File: config.mk
export PLATFORM = sky130hd
export DESIGN_NAME = dms_sim_ctrl
export DESIGN_NICKNAME = d
export VERILOG_FILES = /design/src/rtl/dms_sim_ctrl_pkg.sv /design/src/rtl/dms_rst_seq.sv /design/src/rtl/dms_sim_ctrl.sv
export SDC_FILE = /design/constraint.sdc
export NUM_CORES = 1
export LEC_CHECK = 0
export CORE_MARGIN = 2
export CORE_UTILIZATION = 48
export CTS_CLUSTER_DIAMETER = 60
export DETAILED_ROUTE_END_ITERATION = 6
export GPL_TIMING_DRIVEN = 0
export PLACE_DENSITY = 0.88
export SLEW_MARGIN = 15
export SYNTH_ARGS = -nofsm -noshare
export SYNTH_HDL_FRONTEND = slang
export SYNTH_HIERARCHICAL = 1
export SYNTH_SLANG_ARGS = --single-unit
File: constraint.sdc
create_clock -name clk_sys_i -period 2.5 [get_ports clk_sys_i]
set_input_delay 0.5 -clock clk_sys_i [delete_from_list [all_inputs] [get_ports clk_sys_i]]
set_output_delay 0.5 -clock clk_sys_i [all_outputs]
set_load 0.02 [all_outputs]
File: src/rtl/dms_sim_ctrl_pkg.sv
// Shared types and constants for the Ibex demo-system simulation controller.
package dms_sim_ctrl_pkg;

  typedef enum logic [1:0] {
    ST_HOLD    = 2'd0,
    ST_RUN     = 2'd1,
    ST_DONE    = 2'd2,
    ST_TIMEOUT = 2'd3
  } state_e;

  localparam logic [1:0] REG_EXIT    = 2'd0;
  localparam logic [1:0] REG_CONSOLE = 2'd1;
  localparam logic [1:0] REG_CYCLES  = 2'd2;
  localparam logic [1:0] REG_TIMEOUT = 2'd3;

  localparam int unsigned EXIT_CODE_W = 8;

  // Byte-lane merge of a bus write into an existing 32-bit register value.
  function automatic logic [31:0] apply_be(input logic [31:0] old_val,
                                           input logic [31:0] new_val,
                                           input logic [3:0]  be);
    logic [31:0] res;
    res = old_val;
    for (int i = 0; i < 4; i++) begin
      if (be[i]) res[8*i +: 8] = new_val[8*i +: 8];
    end
    return res;
  endfunction

endpackage

File: src/rtl/dms_rst_seq.sv
// Reset hold sequencer: counts cycles spent in HOLD and raises go once the
// system reset has been held for ResetHoldCycles cycles.
module dms_rst_seq #(
  parameter int unsigned ResetHoldCycles = 4
) (
  input  logic clk,
  input  logic rst_n,
  input  logic hold,
  output logic go
);

  localparam int unsigned CntW = $clog2(ResetHoldCycles + 1);
  localparam logic [CntW-1:0] HoldLast = CntW'(ResetHoldCycles);

  logic [CntW-1:0] hold_cnt;

  assign go = hold && (hold_cnt == HoldLast);

  always_ff @(posedge clk) begin
    if (!rst_n) begin
      hold_cnt <= '0;
    end else if (!hold) begin
      hold_cnt <= '0;
    end else if (!go) begin
      hold_cnt <= hold_cnt + CntW'(1);
    end
  end

endmodule

File: src/rtl/dms_sim_ctrl.sv
// Simulation/bring-up controller: system reset sequencing, run-cycle counting,
// timeout and exit register. Optional console register: DMS_SIM_CTRL_CONSOLE_EN.
module dms_sim_ctrl
  import dms_sim_ctrl_pkg::*;
#(
  parameter int unsigned ResetHoldCycles = 4,
  parameter int unsigned TimeoutDefault  = 500,
  parameter int unsigned CntWidth        = 32
) (
  input  logic                   clk_sys_i,
  input  logic                   rst_sys_ni,
  input  logic                   device_req_i,
  input  logic                   device_we_i,
  input  logic [3:0]             device_be_i,
  input  logic [31:0]            device_addr_i,
  input  logic [31:0]            device_wdata_i,
  output logic                   device_rvalid_o,
  output logic [31:0]            device_rdata_o,
  output logic                   sys_rst_no,
  output logic                   done_o,
  output logic                   pass_o,
  output logic                   timeout_o,
  output logic [EXIT_CODE_W-1:0] exit_code_o,
  output logic [CntWidth-1:0]    cycle_count_o
`ifdef DMS_SIM_CTRL_CONSOLE_EN
  ,
  output logic [7:0]             console_char_o,
  output logic                   console_valid_o
`endif
);

  state_e                 state_q, state_d;
  logic [CntWidth-1:0]    cycle_q, timeout_q;
  logic [EXIT_CODE_W-1:0] exit_code_q;
  logic                   sys_rst_q, rvalid_q;
  logic [31:0]            rdata_q, read_val, timeout_merged;
  logic [1:0]             reg_idx;
  logic                   go, wr_en, exit_wr, timeout_wr, timeout_hit;
  logic                   unused_addr_bits;

  assign reg_idx          = device_addr_i[3:2];
  assign unused_addr_bits = ^{device_addr_i[31:4], device_addr_i[1:0]};

  assign wr_en       = device_req_i && device_we_i && (state_q == ST_RUN);
  assign exit_wr     = wr_en && (reg_idx == REG_EXIT) && device_be_i[0];
  assign timeout_wr  = wr_en && (reg_idx == REG_TIMEOUT);
  assign timeout_hit = (timeout_q != '0) && (cycle_q == timeout_q);
  assign timeout_merged = apply_be(32'(timeout_q), device_wdata_i, device_be_i);

  dms_rst_seq #(
    .ResetHoldCycles(ResetHoldCycles)
  ) u_rst_seq (
    .clk  (clk_sys_i),
    .rst_n(rst_sys_ni),
    .hold (state_q == ST_HOLD),
    .go   (go)
  );

  always_ff @(posedge clk_sys_i) begin
    if (!rst_sys_ni) state_q <= ST_HOLD;
    else             state_q <= state_d;
  end

  // An exit write takes priority over a timeout match in the same cycle.
  always_comb begin
    state_d = state_q;
    unique case (state_q)
      ST_HOLD: if (go) state_d = ST_RUN;
      ST_RUN: begin
        if (exit_wr)          state_d = ST_DONE;
        else if (timeout_hit) state_d = ST_TIMEOUT;
      end
      default: state_d = state_q;
    endcase
  end

  always_ff @(posedge clk_sys_i) begin
    if (!rst_sys_ni) begin
      cycle_q     <= '0;
      timeout_q   <= CntWidth'(TimeoutDefault);
      exit_code_q <= '0;
      sys_rst_q   <= 1'b0;
    end else begin
      if ((state_q == ST_RUN) && (state_d == ST_RUN) && (cycle_q != '1)) begin
        cycle_q <= cycle_q + CntWidth'(1);
      end
      if (timeout_wr) timeout_q <= timeout_merged[CntWidth-1:0];
      if (exit_wr) exit_code_q <= device_wdata_i[EXIT_CODE_W-1:0];
      sys_rst_q <= (state_d == ST_RUN);
    end
  end

`ifdef DMS_SIM_CTRL_CONSOLE_EN
  logic [7:0] console_char_q;
  logic       console_valid_q, console_wr;

  assign console_wr = wr_en && (reg_idx == REG_CONSOLE) && device_be_i[0];

  always_ff @(posedge clk_sys_i) begin
    if (!rst_sys_ni) begin
      console_char_q  <= '0;
      console_valid_q <= 1'b0;
    end else begin
      console_valid_q <= console_wr;
      if (console_wr) console_char_q <= device_wdata_i[7:0];
    end
  end

`ifndef SYNTHESIS
  always_ff @(posedge clk_sys_i) begin
    if (rst_sys_ni && console_wr) $write("%c", device_wdata_i[7:0]);
  end
`endif

  assign console_char_o  = console_char_q;
  assign console_valid_o = console_valid_q;
`endif

  always_comb begin
    read_val = '0;
    unique case (reg_idx)
      REG_EXIT:    read_val = 32'(exit_code_q);
`ifdef DMS_SIM_CTRL_CONSOLE_EN
      REG_CONSOLE: read_val = {24'b0, console_char_q};
`else
      REG_CONSOLE: read_val = '0;
`endif
      REG_CYCLES:  read_val = 32'(cycle_q);
      REG_TIMEOUT: read_val = 32'(timeout_q);
      default:     read_val = '0;
    endcase
  end

  // Every request is answered one cycle later; writes return zero data.
  always_ff @(posedge clk_sys_i) begin
    if (!rst_sys_ni) begin
      rvalid_q <= 1'b0;
      rdata_q  <= '0;
    end else begin
      rvalid_q <= device_req_i;
      rdata_q  <= (device_req_i && !device_we_i) ? read_val : '0;
    end
  end

  assign device_rvalid_o = rvalid_q;
  assign device_rdata_o  = rdata_q;
  assign sys_rst_no      = sys_rst_q;
  assign done_o          = (state_q == ST_DONE) || (state_q == ST_TIMEOUT);
  assign timeout_o       = (state_q == ST_TIMEOUT);
  assign pass_o          = (state_q == ST_DONE) && (exit_code_q == '0);
  assign exit_code_o     = exit_code_q;
  assign cycle_count_o   = cycle_q;

endmodule

-- Word-level counts from Yosys, hierarchy flattened
Cells that the tools add are included.
- mux-type cells: 5
- add/subtract/negate cells: 2
- reduce and logical (&&, ||, !) cells: 23
- eq/ne operators: 10
- operators with widths (cell ; number):
    $pmux 32 s4 ; 1
    $add 32x1->32 const B ; 1
    $eq 32x32->1 ; 1
    $ne 32x32->1 const B ; 1
    $reduce_bool 32->1 ; 1
    $reduce_and 2->1 ; 6
    $logic_and 1x1->1 ; 11
    $eq 2x2->1 const B ; 4
    $logic_not 8->1 ; 1
    $eq 2x1->1 const B ; 3
    $mux 2 ; 3
    $logic_not 2->1 ; 2
    $pmux 2 s2 ; 1
    $add 3x1->3 const B ; 1
    $eq 3x3->1 const B ; 1
    $logic_not 1->1 ; 1
    $logic_or 1x1->1 ; 1
- word-level logic and storage cells: 51
- output and inout bits: 77
- bits of input ports: 72
- bits in registers: 111

-- Longest topological paths before layout
Gate-level depths: netlist of run 1.
- depth in word-level cells: 9
- mapped depth: 9
- mapped depth without buffers: 6

-- Hierarchy
The synthesis of run 1 kept the hierarchy.
- by module, submodules not included (module ; cells each ; instances ; seq. area each (µm²) ; area each (µm²)):
    dms_sim_ctrl ; 598 ; 1 ; 2162.1 ; 5061.1
    dms_rst_seq ; 18 ; 1 ; 60.1 ; 165.2

-- Worst setup path before layout of run 1
No wires, ideal clock.
- kind: flip-flop to flip-flop
- start point: reg cycle_q[7] (netlist: cycle_count_o[7])
- end point: reg cycle_q[23] (netlist: cycle_count_o[23])
- setup slack: 365 ps
- arrival: 2065 ps
- buffers on the path: 2
- clock period less this slack: 2135 ps
- stages on the path, launching flop included: 8
- data required time: 2430 ps
- setup time: 70 ps
- path through: dfxtp_1 -> buf_2 -> and4_1 -> buf_6 -> nand3_4 -> or4_4 -> or4_1 -> a21oi_1
- cells in the longest elaborated chain, start to end: 8
- elaborated cells between the ends (all ways): 10
- classes of those cells: add/sub: 1; eq/ne: 3; mux: 3; reduce/logical: 3
- ends and longest elaborated chain (item ; line ; RTL):
    from (decl) ; dms_sim_ctrl.sv:33 ; logic [CntWidth-1:0] cycle_q, timeout_q;
    from (signal assigned) ; dms_sim_ctrl.sv:85 ; cycle_q <= cycle_q + CntWidth'(1);
    $eq 32x32->1 ; dms_sim_ctrl.sv:47 ; assign timeout_hit = (timeout_q != '0) && (cycle_q == timeout_q);
    $logic_and 1x1->1 ; dms_sim_ctrl.sv:47 ;
    $mux 2 ; dms_sim_ctrl.sv:71 ; else if (timeout_hit) state_d = ST_TIMEOUT;
    $mux 2 ; dms_sim_ctrl.sv:70 ; if (exit_wr) state_d = ST_DONE;
    $pmux 2 s2 ; dms_sim_ctrl.sv:67 ; unique case (state_q)
    $eq 2x1->1 ; dms_sim_ctrl.sv:84 ; if ((state_q == ST_RUN) && (state_d == ST_RUN) && (cycle_q != '1)) begin
    $logic_and 1x1->1 (2 in a row) ; dms_sim_ctrl.sv:84 ;
Several ways; a longest one is shown, not always the timed one.
A chain may end at the register's enable or synchronous reset.

-- Final worst setup path of run 1
- start point: reg cycle_q[29] (netlist: cycle_count_o[29])
- end point: reg cycle_q[0] (netlist: cycle_count_o[0])
- cells in the longest elaborated chain, start to end: 8
- elaborated cells between the ends (all ways): 9
- classes of those cells: eq/ne: 3; mux: 3; reduce/logical: 3
- ends and longest elaborated chain (item ; line):
    $eq 32x32->1 ; dms_sim_ctrl.sv:47
    $logic_and 1x1->1 ; dms_sim_ctrl.sv:47
    $mux 2 ; dms_sim_ctrl.sv:71
    $mux 2 ; dms_sim_ctrl.sv:70
    $pmux 2 s2 ; dms_sim_ctrl.sv:67
    $eq 2x1->1 ; dms_sim_ctrl.sv:84
    $logic_and 1x1->1 ; dms_sim_ctrl.sv:84
    $logic_and 1x1->1 * ; dms_sim_ctrl.sv:84
Every way passes the cells marked *; elsewhere a longest branch is shown, timed or not.

==> results of run 1 <==
==> worst max-delay path, stage by stage (launching register included) <==
cell and delay, ns:
dfxtp_1 0.52, xor2_1 0.17, nor4_1 0.37, nand4_1 0.15, nor3_2 0.27, buf_2 0.29, buf_2 0.30, nor2_1 0.14
mux2i_1 0.15
==> cells in the mapped netlist, types with 2 or more instances <==
cell	instances
buf_2	13
nor2_1	47
clkbuf_1	32
nor4_1	21
nand4b_1	2
nand4_1	15
o21ai_0	3
o41ai_1	9
or4_1	15
a21oi_1	61
mux2i_1	39
nand2b_1	15
ha_1	3
o311ai_1	9
nand3_1	54
o31ai_1	13
clkinv_1	2
nand2_1	69
nor3_1	3
inv_1	8
or3_1	3
and3_1	7
and4_1	7
xor2_1	32
and2_1	4
dfxtp_1	111
==> worst min path at each step <==
stage / end / slack, ns / depth (start not counted)
floorplan: timeout_q[11] / 0.47 / 2
global placement: u_rst_seq/hold_cnt[1] / 0.48 / 2
detailed placement: exit_code_o[2] / 0.49 / 2
CTS: exit_code_o[2] / 0.50 / 2
global route: timeout_q[27] / 0.53 / 3
finish: exit_code_o[2] / 0.50 / 2
==> flip-flops by register name, indices dropped and copies added (netlist names) <==
name and flops:
cycle_count_o 32, u_rst_seq/hold_cnt 3, sys_rst_no 1, device_rdata_o 32, exit_code_o 8, device_rvalid_o 1
state_q 2, timeout_q 32
==> power groups by stage <==
stage	Combinational [mW]	Sequential, mW	Clock [mW]
floorplan	0.127	1.84	0
global placement	0.234	1.84	0
detailed placement	0.242	1.84	0
CTS	0.243	1.80	1.14
global route	0.266	1.80	1.21
finish	0.250	1.80	1.15
==> cell type report <==
cell class / instances / area (um^2) / area share (%)
Clock inverter: 6 / 77.57 / 1.146
Tap cell: 140 / 175.2 / 2.588
Sequential cell: 111 / 2227 / 32.91
Inverter: 10 / 37.54 / 0.5546
Buffer: 42 / 196.4 / 2.903
Timing Repair Buffer: 116 / 1152 / 17.03
Multi-Input combinational cell: 447 / 2774 / 40.99
Clock buffer: 10 / 127.6 / 1.886
==> repair_timing <==
action / 4_1_cts / 5_1_grt
hold endpoints to repair: 0 / 0
pin swaps: 0 / 1
hold buffers: 0 / 0
gates resized for setup: 2 / 16
endpoints found under the setup margin: 6 / 54
cloned: 0 / 0
buffers inserted: 3 / 0
==> logic make-up after synthesis <==
logic type,share of synthesized area [%]
AND/OR/NAND/NOR,27.63
flip-flops,42.52
AO/OA/AOI/OAI,11.61
buffers and inverters,4.692
multiplexers,7.469
XOR/XNOR,5.363
adder cells (fa/ha/maj),0.7183
==> through the flow <==
stage          power (mW)  std cells  TNS (ns)
5_1_grt             3.278        882         0
3_5_place_dp        2.083        869    -17.39
4_1_cts             3.182        887         0
3_3_place_gp        2.073        869    -14.05
2_1_floorplan       1.969        616         0
6_report            3.197        882         0
==> metal layers <==
metal	wire (um)	vias up	GRT usage, %
met3	1471	61	4.762
met2	8415	309	50.90
met4	534	0	12.55
li1	-	2455	-
met5	0	-	0
met1	6576	2528	36.10
==> impl_metrics.env, run 1 <==
export IMPL_fin_nets=812
export IMPL_setup_viol=0
export IMPL_crit_start="cycle_count_o[29]"
export IMPL_power_leakage_nw=2.486
export IMPL_drt_pass1_iter_count=7
export IMPL_hpwl_um=12770
export IMPL_combPwrFrac_pct=7.8
export IMPL_diodes=0
export IMPL_grt_pass1_vias=5428
export IMPL_hold_path_class="reg2reg"
export IMPL_core_mm2=0.01075
export IMPL_clockRootBuffer="clkbuf_8"
export IMPL_start_kind="flip-flop"
export IMPL_insertion_delay_ns=0.38
export IMPL_drt_total_wl_um=17000
export IMPL_synth_edf_count=0
export IMPL_crit_arrival_ns=2.75
export IMPL_pre_cts_ws_ns=-0.3787
export IMPL_status="complete, no violations"
export IMPL_seqPwrFrac_pct=56.3
export IMPL_vias_per_cell=6.069
export IMPL_synthDistinctLibCells=45
export IMPL_routabilityCongestion=0.9712
export IMPL_syn_nets=691
export IMPL_r2r_start="cycle_count_o[29]"
export IMPL_final_cell_mix="112 x clkdlybuf4s50_1, 107 x dfxtp_1, 69 x nand2_1"
export IMPL_fin_area_mm2=0.006768
export IMPL_rsz0062_at_grt="no"
export IMPL_layout_commonest_cell="clkdlybuf4s50_1"
export IMPL_cts_buffer_depth=2
export IMPL_ff2ff_setup_slack_ns=0.004
export IMPL_ys_warn_count=6
export IMPL_async_flop_share_pct=0
export IMPL_syn2layout_area_growth_pct=29.49
export IMPL_rr_endpoint="cycle_count_o[0]"
export IMPL_p_clk_share_pct=35.9
export IMPL_p_switching_mw=0.8133
export IMPL_clock_sinks=111
export IMPL_worst_slack_ns=0.004223
export IMPL_endpoint_kind="flip-flop"
export IMPL_worst_setup_path_type="reg2reg"
export IMPL_slew_headroom_pct=55.20
export IMPL_track_usage_pct=29.38
export IMPL_syn_area_mm2=0.005226
export IMPL_hold_slack_ns=0.5027
export IMPL_avgSynthCellArea_um2=8.484
export IMPL_synthTopCellsByArea="dfxtp_1 43%, mux2i_1 7.5%, a21oi_1 5.8%"
export IMPL_ys_ff_latch=111
export IMPL_period_needed_ns=2.496
export IMPL_cts_buffers=9
export IMPL_layout_drive_gt1_share_pct=7.143
export IMPL_htree_levels=3
export IMPL_path_max_fanout=10
export IMPL_switching_share_pct=25.44
export IMPL_ant_nets=0
export IMPL_finalCritPeriodShare_pct=99.83
export IMPL_grt_pass1_wl_um=26720
export IMPL_start_util_pct=48.64
export IMPL_required_ns=2.76
export IMPL_endpoint="cycle_count_o[0]"
export IMPL_grt_max_degree=20
export IMPL_skew_ns=0.01445
export IMPL_port_buffers=113
export IMPL_die_area_mm2=0.01174
export IMPL_hold_start="exit_code_o[2]"
export IMPL_dpl_instance_area_mm2=0.006533
export IMPL_yosysSeqAreaShare_pct=42.52
export IMPL_overflow=0
export IMPL_yosys_area_top_type_share_pct=42.52
export IMPL_antenna_found_initial=0
export IMPL_yosysTopAreaCell="dfxtp_1"
export IMPL_worstMarginPinSlew_ns=0.6720
export IMPL_io_pins=149
export IMPL_tritoncts="done"
export IMPL_fp_row_count=38
export IMPL_synthCells=616
export IMPL_clk_transition_reported_paths_ns=0.11
export IMPL_final_util_pct=62.98
export IMPL_fmax_ghz=0.4007
export IMPL_ys_flop_type="dfxtp_1"
export IMPL_first_iter_violations=426
export IMPL_peakVddDrop_v=0.0003700
export IMPL_p_int_mw=2.384
export IMPL_power_density_mw_per_mm2=472.4
export IMPL_die_height_um=108.3
export IMPL_fillers=940
export IMPL_via_count=5353
export IMPL_post_route_drc_count=0
export IMPL_drv_slew=0
export IMPL_drv_cap=0
export IMPL_wl_per_cell_um=19.27
export IMPL_worstRegToRegCells=8
export IMPL_hold_viol_final=0
export IMPL_die_w_um=108.3
No activity file was read; power rests on OpenSTA's default activity.
==> run 2: changes to the inputs <==
- CORE_UTILIZATION: 48 -> 35
- PLACE_DENSITY: 0.88 -> 0.7
==> run 2 against run 1 <==
  * Flip-flop and latch count unchanged
  * Die area up 36%
  * Non-clock buffer count decreased by 1
  * Total power up 11%
  * Sequential power about the same
  * Register-to-register slack improved by 0.20 ns
  * First-iteration DRC count grew 9.9%
  * Clock power increased by 31%
  * Final cell count grew 4.9%
  * Worst hold slack got worse by 0.015 ns
==> impl_metrics.env, run 2 (same netlist as run 1, synthesis figures left out) <==
export IMPL_dpl_instance_area_mm2=0.006588
export IMPL_hold_start="exit_code_o[1]"
export IMPL_ctsHoldBuffers=0
export IMPL_crit_arrival_ns=2.68
export IMPL_grt_max_degree=21
export IMPL_period_needed_ns=2.402
export IMPL_via_count=5124
export IMPL_cp_cell_sequence="clkdlybuf4s50_1 -> nand4b_1 -> or4b_1 -> and3_1 -> nand2_2 -> buf_2 -> o31ai_1 -> a21oi_1"
export IMPL_htree_levels=3
export IMPL_fin_area_mm2=0.006909
export IMPL_fin_setup_tns_ns=0
export IMPL_peakVddDrop_v=0.0003243
export IMPL_ff2ff_setup_slack_ns=0.20
export IMPL_worst_slack_ns=0.09782
export IMPL_cts_buffers=9
export IMPL_status="complete, no violations"
export IMPL_fmax_ghz=0.4163
export IMPL_r2r_start="cycle_count_o[11]"
export IMPL_antenna_found_initial=0
export IMPL_worst_setup_path_type="in2reg"
export IMPL_routabilityCongestion=0.9143
export IMPL_skew_ns=0.01157
export IMPL_whs_path_depth=2
export IMPL_diodes=0
export IMPL_overflow=0
export IMPL_rsz0062_at_grt="yes"
export IMPL_hold_path_class="reg2reg"
export IMPL_hpwl_um=12590
export IMPL_ant_nets=0
export IMPL_track_usage_pct=20.63
export IMPL_cp_num_buf_inv=2
export IMPL_layout_drive_gt1_share_pct=7.152
export IMPL_worstRegToRegCells=7
export IMPL_path_max_fanout=10
export IMPL_placedCellCount=913
export IMPL_hold_viol_final=0
export IMPL_pre_cts_ws_ns=-0.3810
export IMPL_start_kind="input pin"
export IMPL_power_density_mw_per_mm2=514.5
export IMPL_clockRootBuffer="clkbuf_16"
export IMPL_wl_per_cell_um=18.00
export IMPL_final_cell_count_no_fill=925
export IMPL_drv_cap=0
export IMPL_min_to="exit_code_o[1]"
export IMPL_fillers=1478
export IMPL_grt_pass1_vias=4840
export IMPL_power_leakage_nw=2.533
export IMPL_fp_row_count=44
export IMPL_cts_buffer_depth=2
export IMPL_setup_viol=0
export IMPL_slew_headroom_pct=52.58
export IMPL_die_height_um=126.2
export IMPL_die_area_mm2=0.01593
export IMPL_die_w_um=126.2
export IMPL_cts_setup_buffers=0
export IMPL_core_mm2=0.01453
export IMPL_worst_path_dominant_cell_family="simple AND/OR/NAND/NOR gates"
export IMPL_required_ns=2.78
export IMPL_start_util_pct=35.96
export IMPL_tritoncts="done"
export IMPL_drt_total_wl_um=16650
export IMPL_finalCritPeriodShare_pct=96.09
export IMPL_p_total_mw=3.555
export IMPL_clock_sinks=111
export IMPL_port_buffers=113
export IMPL_endpoint_kind="flip-flop"
export IMPL_final_util_pct=47.54
export IMPL_vias_per_cell=5.539
export IMPL_clk_transition_reported_paths_ns=0.08
export IMPL_post_route_drc_count=0
export IMPL_fin_nets=811
export IMPL_layout_commonest_cell="clkdlybuf4s50_1"
export IMPL_syn2layout_area_growth_pct=32.20
export IMPL_max_stage_delay_ns=0.55
export IMPL_post_cts_resize_count=2
export IMPL_worstMarginPinSlew_ns=0.7112
export IMPL_rr_endpoint="cycle_count_o[2]"
export IMPL_insertion_delay_ns=0.35
export IMPL_drt_pass1_iter_count=5
export IMPL_first_iter_violations=468
export IMPL_grt_pass1_wl_um=26040
export IMPL_final_cell_mix="112 x clkdlybuf4s50_1, 103 x dfxtp_1, 69 x nand2_1"
export IMPL_io_pins=149
export IMPL_drv_slew=0
export IMPL_hold_slack_ns=0.4872
export IMPL_cp_slowest_cell="or4b_1"
## run 2: power breakdown
group | switching, mW | internal [mW] | total, mW
sequential | 0.0174 | 1.78 | 1.80
clock | 0.706 | 0.803 | 1.51
combinational | 0.131 | 0.116 | 0.247
## run 2: worst max-delay path by stage
stage	startpoint	end	cells after the start
global placement	device_addr_i[3]	timeout_q[31]	9
detailed placement	device_addr_i[3]	timeout_q[14]	9
CTS	device_addr_i[3]	timeout_q[28]	9
global route	device_addr_i[3]	timeout_q[31]	9
floorplan	cycle_count_o[7]	cycle_count_o[23]	7
finish	device_req_i	cycle_count_o[2]	8
## run 2: layer usage
layer | vias to the layer above | global-route usage [%] | wire, um
met5 | - | 0 | 0
met4 | 0 | 7.434 | 405
met3 | 36 | 2.974 | 1057
met2 | 199 | 33.18 | 7840
met1 | 2435 | 28.25 | 7349
li1 | 2454 | - | -
## run 2: area by class of cell
type	count	area, um^2	area share (%)
inverters	10	37.54	0.5433
flip-flops and latches	111	2232	32.31
plain buffers	44	202.7	2.934
clock inverters	7	87.58	1.268
well taps	184	230.2	3.332
clock buffers	9	225.2	3.260
multi-input cells	447	2764	40.00
repair buffers	113	1130	16.35
## run 2: tightest hold or removal path, cell delays in order (launching register included)
cell	delay (ns)
dfxtp_1	0.33
nand2_1	0.06
a21oi_1	0.05
